===== config.mk =====
export PLATFORM = sky130hd
export DESIGN_NAME = gray_tile_packer
export DESIGN_NICKNAME = d
export VERILOG_FILES = /design/src/rtl/preproc_pkg.sv /design/src/rtl/rgb2gray_lane.sv /design/src/rtl/gray_tile_packer.sv
export SDC_FILE = /design/constraint.sdc
export NUM_CORES = 2
export LEC_CHECK = 0
export CORE_MARGIN = 5
export CORE_UTILIZATION = 67
export DETAILED_ROUTE_END_ITERATION = 10
export GPL_TIMING_DRIVEN = 0
export PLACE_DENSITY = 0.83
export RECOVER_POWER = 50
export SETUP_SLACK_MARGIN = 0.02
export SYNTH_ARGS = -nofsm -noshare
export SYNTH_HDL_FRONTEND = slang
export SYNTH_SLANG_ARGS = --single-unit

===== constraint.sdc =====
create_clock -name i_clk -period 19.85 [get_ports i_clk]
set_input_delay 4.9625 -clock i_clk [delete_from_list [all_inputs] [get_ports i_clk]]
set_output_delay 4.9625 -clock i_clk [all_outputs]
set_load 0.05 [all_outputs]

===== src/rtl/preproc_pkg.sv =====
// Shared constants and types for the grayscale tile packing stage.
package preproc_pkg;
  localparam int TILE_N  = 8;
  localparam int PIX_W   = 8;
  localparam int RGB_W   = 24;
  localparam int GRAY_KR = 77;
  localparam int GRAY_KG = 150;
  localparam int GRAY_KB = 29;
  localparam int R_OFS   = 16;
  localparam int G_OFS   = 8;
  localparam int B_OFS   = 0;

  typedef logic [TILE_N*PIX_W-1:0] gray_row_t;

  typedef enum logic {
    OUT_IDLE = 1'b0,
    OUT_SEND = 1'b1
  } out_state_e;
endpackage


===== src/rtl/rgb2gray_lane.sv =====
// Combinational RGB888 to 8-bit gray: weighted sum truncated to 16 bits, top byte kept.
module rgb2gray_lane import preproc_pkg::*; (
  input  logic [RGB_W-1:0] rgb,
  output logic [7:0]       gray
);
  logic [15:0] wsum;

  always_comb begin
    wsum = 16'(GRAY_KR) * 16'(rgb[R_OFS +: 8])
         + 16'(GRAY_KG) * 16'(rgb[G_OFS +: 8])
         + 16'(GRAY_KB) * 16'(rgb[B_OFS +: 8]);
  end

  assign gray = wsum[15:8];
endmodule


===== src/rtl/gray_tile_packer.sv =====
// Converts 8-pixel RGB rows to gray, packs 8 rows per tile into a ping-pong buffer and
// streams each tile as 8 AXIS beats with its mean; tile visible 3 cycles after row 7.
module gray_tile_packer #(
  parameter int LANES = 8,
  parameter int PIX_W = 8
) (
  input  logic                     i_clk,
  input  logic                     i_rst,
  input  logic [LANES*3*PIX_W-1:0] i_row_data,
  input  logic                     i_row_valid,
  output logic                     o_in_ready,
  output logic [LANES*PIX_W-1:0]   m_axis_tdata,
  output logic                     m_axis_tvalid,
  input  logic                     m_axis_tready,
  output logic                     m_axis_tlast,
  output logic [PIX_W-1:0]         o_tile_mean,
  output logic                     o_tile_done,
  output logic                     o_overflow
);
  import preproc_pkg::*;

  logic [LANES-1:0][PIX_W-1:0] lane_gray;
  logic [10:0]                 row_sum;
  logic                        accept;

  logic                        s1_vld;
  gray_row_t                   s1_gray;
  logic [10:0]                 s1_sum;
  logic                        s1_bank;
  logic [2:0]                  s1_row;

  logic [2:0]                  in_row, in_row_nxt;
  logic                        in_bank, in_bank_nxt;
  logic [1:0]                  busy, busy_nxt, filled;
  logic [1:0][13:0]            acc;
  logic                        ready_nxt;
  gray_row_t                   bank [2][TILE_N];

  out_state_e                  state, state_nxt;
  logic [2:0]                  beat, beat_nxt;
  logic                        rd_bank, rd_bank_nxt;
  logic                        tile_fire;

  for (genvar k = 0; k < LANES; k++) begin : g_lane
    rgb2gray_lane u_lane (
      .rgb  (i_row_data[RGB_W*k +: RGB_W]),
      .gray (lane_gray[k])
    );
  end

  always_comb begin
    row_sum = '0;
    for (int k = 0; k < LANES; k++) row_sum = row_sum + 11'(lane_gray[k]);
  end

  assign accept = i_row_valid && o_in_ready;

  // A bank is claimed at row 0 and stays ours until row 7, so only a fresh tile needs a free bank.
  always_comb begin
    in_row_nxt  = in_row;
    in_bank_nxt = in_bank;
    busy_nxt    = busy;
    if (tile_fire) busy_nxt[rd_bank] = 1'b0;
    if (accept) begin
      if (in_row == 3'd0) busy_nxt[in_bank] = 1'b1;
      in_row_nxt = in_row + 3'd1;
      if (in_row == 3'd7) in_bank_nxt = ~in_bank;
    end
    ready_nxt = (in_row_nxt != 3'd0) || !busy_nxt[in_bank_nxt];
  end

  always_ff @(posedge i_clk) begin
    if (!i_rst) begin
      s1_vld     <= 1'b0;
      s1_gray    <= '0;
      s1_sum     <= '0;
      s1_bank    <= 1'b0;
      s1_row     <= '0;
      in_row     <= '0;
      in_bank    <= 1'b0;
      busy       <= '0;
      filled     <= '0;
      acc        <= '0;
      o_in_ready <= 1'b1;
      o_overflow <= 1'b0;
    end else begin
      s1_vld <= accept;
      if (accept) begin
        s1_gray <= lane_gray;
        s1_sum  <= row_sum;
        s1_bank <= in_bank;
        s1_row  <= in_row;
      end
      in_row     <= in_row_nxt;
      in_bank    <= in_bank_nxt;
      busy       <= busy_nxt;
      o_in_ready <= ready_nxt;
      if (i_row_valid && !o_in_ready) o_overflow <= 1'b1;
      // Fill and release always target different banks, so these never collide.
      if (s1_vld) begin
        acc[s1_bank] <= acc[s1_bank] + 14'(s1_sum);
        if (s1_row == 3'd7) filled[s1_bank] <= 1'b1;
      end
      if (tile_fire) begin
        acc[rd_bank]    <= '0;
        filled[rd_bank] <= 1'b0;
      end
    end
  end

  always_ff @(posedge i_clk) begin
    if (s1_vld) bank[s1_bank][s1_row] <= s1_gray;
  end

  always_ff @(posedge i_clk) begin
    if (!i_rst) begin
      state       <= OUT_IDLE;
      beat        <= '0;
      rd_bank     <= 1'b0;
      o_tile_done <= 1'b0;
    end else begin
      state       <= state_nxt;
      beat        <= beat_nxt;
      rd_bank     <= rd_bank_nxt;
      o_tile_done <= tile_fire;
    end
  end

  always_comb begin
    state_nxt     = state;
    beat_nxt      = beat;
    rd_bank_nxt   = rd_bank;
    tile_fire     = 1'b0;
    m_axis_tvalid = 1'b0;
    m_axis_tdata  = '0;
    m_axis_tlast  = 1'b0;
    o_tile_mean   = '0;
    case (state)
      OUT_IDLE: begin
        if (filled[rd_bank]) begin
          state_nxt = OUT_SEND;
          beat_nxt  = '0;
        end
      end
      OUT_SEND: begin
        m_axis_tvalid = 1'b1;
        m_axis_tdata  = bank[rd_bank][beat];
        m_axis_tlast  = (beat == 3'd7);
        o_tile_mean   = acc[rd_bank][13:6];
        if (m_axis_tready) begin
          beat_nxt = beat + 3'd1;
          if (beat == 3'd7) begin
            tile_fire   = 1'b1;
            rd_bank_nxt = ~rd_bank;
            state_nxt   = OUT_IDLE;
          end
        end
      end
      default: state_nxt = OUT_IDLE;
    endcase
  end
endmodule


==> impl_metrics.sql <==
INSERT INTO impl_metrics (metric_group, metric, value, unit) VALUES
('global_routing', 'antenna_found_initial', '11', ''),
('timing', 'final-max-slew-violation-count', '115', ''),
('timing', 'final.setup.tns', '0', 'ps'),
('timing', 'unrepaired_setup_endpoints_after_global_routing', 'false', ''),
('routing', 'via_count', '42458', ''),
('clocking', 'clock_path_buffers', '3', ''),
('routing', 'drt-vias-per-instance', '6.30', ''),
('critical_path', 'timing.rr.start', 's1_row[1]', ''),
('critical_path', 'crit_fanout', '4', ''),
('critical_path', 'cpMaxStageDelayCell', 'sky130_fd_sc_hd__clkdlybuf4s50_1', ''),
('floorplanning', 'die_height', '333', 'µm'),
('place', 'dp_hpwl', '135', 'mm'),
('critical_path', 'rrSetupSlack', '15400', 'ps'),
('global_routing', 'maximum_number_of_pins_on_one_net_before_global_route_repair', '25', ''),
('critical_path', 'critical_path.most_common_cell', 'sky130_fd_sc_hd__fa_1', ''),
('clocking', 'sink_count_of_the_clock_tree', '1149', ''),
('clocking', 'cts_tree', 'yes', ''),
('hold_path', 'hold_path.startpoint', 'acc[0]', ''),
('timing', 'hold_violations', '0', ''),
('critical_path', 'cp_top_family', 'adder cells', ''),
('clocking', 'cts_post_setup_buffers_inserted', '0', ''),
('cells_and_area', 'area.growth.synth_to_final', '12.8', '%'),
('timing', 'max_slew.worst_pin.slew', '3240', 'ps'),
('critical_path', 'timing.rr.end', 'bank[0][290]', ''),
('clocking', 'cts.htree.levels', '3', ''),
('global_routing', 'grt_pass1_vias', '45323', ''),
('synth', 'gate_count_of_the_mapped_netlist', '4816', ''),
('floorplanning', 'initial_utilization', '0.674', ''),
('cells_and_area', 'fraction_of_layout_cells_with_a_size_suffix_above_1', '0.117', ''),
('routing', 'drt-pass1-iter-count', '8', ''),
('critical_path', 'timing.critical_path.to_type', 'flop', ''),
('routing', 'total_detailed_routing_wirelength', '191', 'mm'),
('clocking', 'ctsResizeCount', '0', ''),
('cells_and_area', 'mostFrequentLayoutCell', 'sky130_fd_sc_hd__edfxtp_1', ''),
('synth', 'ys_seq_elements', '1149', ''),
('synth', 'ys_types', '74', ''),
('critical_path', 'max_stage_delay', '620', 'ps'),
('clocking', 'cts-buffers-inserted', '101', ''),
('global_routing', 'wire_length_of_the_first_global_routing_pass', '286', 'mm'),
('cells_and_area', 'final_nets', '6653', ''),
('timing', 'clock_skew', '28.2', 'ps'),
('critical_path', 'ff2ff_path_depth', '4', ''),
('hold_path', 'endpoint_worst_hold', 'acc[0]', ''),
('synth', 'asyncSetResetFlopFracSynth', '0', ''),
('hold_path', 'hold_path_class', 'reg -> reg', ''),
('clocking', 'path_clk_slew', '70', 'ps'),
('timing', 'fin_crit', '14980', 'ps'),
('floorplanning', 'boundaryPins', '273', ''),
('timing', 'finalHoldWorstSlack', '453', 'ps'),
('place', 'gp_routability_congestion', '0.882', ''),
('synth', 'leading_cell_types_by_total_area_after_synthesis', 'sky130_fd_sc_hd__edfxtp_1 (44%), sky130_fd_sc_hd__fa_1 (14%), sky130_fd_sc_hd__ha_1 (13%)', ''),
('clocking', 'clock_latency_on_the_worst_skew_pair', '690', 'ps'),
('outcome', 'status', 'finished, violations left', ''),
('global_routing', 'gr-usage-all-layers', '0.349', ''),
('timing', 'post-route-period-util', '0.755', ''),
('synth', 'postSynthAreaPerCell', '14.5', 'µm²'),
('outcome', 'violations_in_the_final_reports', 'capacitance limit, slew limit', ''),
('critical_path', 'worst-endpoint-arrival', '15530', 'ps'),
('floorplanning', 'design.die.area', '111000', 'µm²'),
('routing', 'initialDrtViolationCount', '5043', ''),
('timing', 'fmax', '66.8', 'MHz'),
('synth', 'synth.largest_area_cell', 'sky130_fd_sc_hd__edfxtp_1', ''),
('flow_run', 'drv.max_cap_violation_count', '6', ''),
('critical_path', 'cp.buffers_inverters', '7', ''),
('timing', 'worst_relative_slew_slack', '-1.17', ''),
('synth', 'yosys.area.top_type_share', '0.441', ''),
('cells_and_area', 'final_cell_mix', 'sky130_fd_sc_hd__edfxtp_1 (1024), sky130_fd_sc_hd__inv_1 (873), sky130_fd_sc_hd__ha_1 (699), sky130_fd_sc_hd__fa_1 (488), sky130_fd_sc_hd__mux4_2 (320)', ''),
('synth', 'mappedNetlistNets', '6199', ''),
('timing', 'setup_viol', '0', ''),
('global_routing', 'grt_remaining_overflow', '0', ''),
('synth', 'postSynth.topFlopCell', 'sky130_fd_sc_hd__edfxtp_1', '');
## cells by family (layout without fill, tap and decap cells)
logic type,after synthesis,in the layout,share of synthesized area
adders and majority gates,1187,1187,0.265
DFF,1149,1149,0.477
buffers and inverters,992,1530,0.0538
and+or+nand+nor,547,547,0.0375
AOI/OAI and AO/OA,433,433,0.0390
muxes,351,351,0.108
xor gates and xnor gates,157,157,0.0199
other,0,4,0
## routing by layer
layer / wire length [µm] / track usage / vias up
li1: - / - / 17939
met1: 63700 / 0.428 / 21113
met2: 95200 / 0.595 / 2665
met3: 18500 / 0.0606 / 731
met4: 13600 / 0.197 / 10
met5: 62 / 0 / -
## state kept, by name (all words and copies together), names as in the netlist, named ones only
name / count
bank: 1024
acc: 28
s1_vld: 1
rd_bank: 1
beat: 3
s1_row: 3
o_tile_done: 1
o_in_ready: 1
in_bank: 1
o_overflow: 1
filled: 2
s1_gray: 64
in_row: 3
busy: 2
s1_sum: 11
state: 1
s1_bank: 1
## cells in the mapped netlist, drive strengths merged (20+ instances only)
cell,n
edfxtp,1024
inv,874
ha,699
fa,488
mux4,320
nand2,176
a21oi,163
nor2,136
dfxtp,125
xnor2,109
o21ai,81
clkbuf,79
and2,74
xor2,47
a21o,45
buf,38
nor3,28
o21a,27
nor2b,23
nand2b,21
nand3,21
mux2i,20
## worst register-to-register path, stage by stage (launching register included)
cell	delay (ps)
sky130_fd_sc_hd__dfxtp_1	330
sky130_fd_sc_hd__clkbuf_1	440
sky130_fd_sc_hd__nand2b_1	330
sky130_fd_sc_hd__nor2_1	1340
sky130_fd_sc_hd__clkbuf_1	1560
## cell type report
cell class | instances | area [µm²] | area share
Antenna cell | 4 | 10.0 | 0.000127
Buffer | 117 | 470 | 0.00598
Clock buffer | 136 | 2800 | 0.0355
Clock inverter | 51 | 557 | 0.00707
Inverter | 875 | 3280 | 0.0417
Multi-Input combinational cell | 2675 | 32900 | 0.417
Sequential cell | 1149 | 33300 | 0.423
Tap cell | 1380 | 1730 | 0.0219
Timing Repair Buffer | 351 | 3750 | 0.0476
## per-stage QoR
| step | util | cells | setup WS, ps | area [µm²] |
|---|---|---|---|---|
| finish | 0.760 | 6738 | 4870 | 78700 |
| global route | 0.760 | 6738 | 4320 | 78700 |
| CTS | 0.761 | 6734 | 4890 | 78800 |
| detailed placement | 0.729 | 6547 | 4230 | 75400 |
| global placement | 0.717 | 6467 | 4450 | 74200 |
| floorplan | - | 4816 | 5990 | 69800 |
## worst max path at each step
stage / endpoint / startpoint / slack, ps / cells after the start
floorplan: s1_sum[10] / i_row_data[132] / 5990 / 34
global placement: s1_sum[10] / i_row_data[37] / 4450 / 41
detailed placement: s1_sum[10] / i_row_data[37] / 4230 / 41
CTS: s1_sum[10] / i_row_data[37] / 4890 / 41
global route: s1_sum[10] / i_row_data[37] / 4320 / 41
finish: s1_sum[10] / i_row_data[37] / 4870 / 41
Power is left out: the tool's default activity adds up to more than one toggle a clock period on the data nets, which glitch-free logic cannot reach.
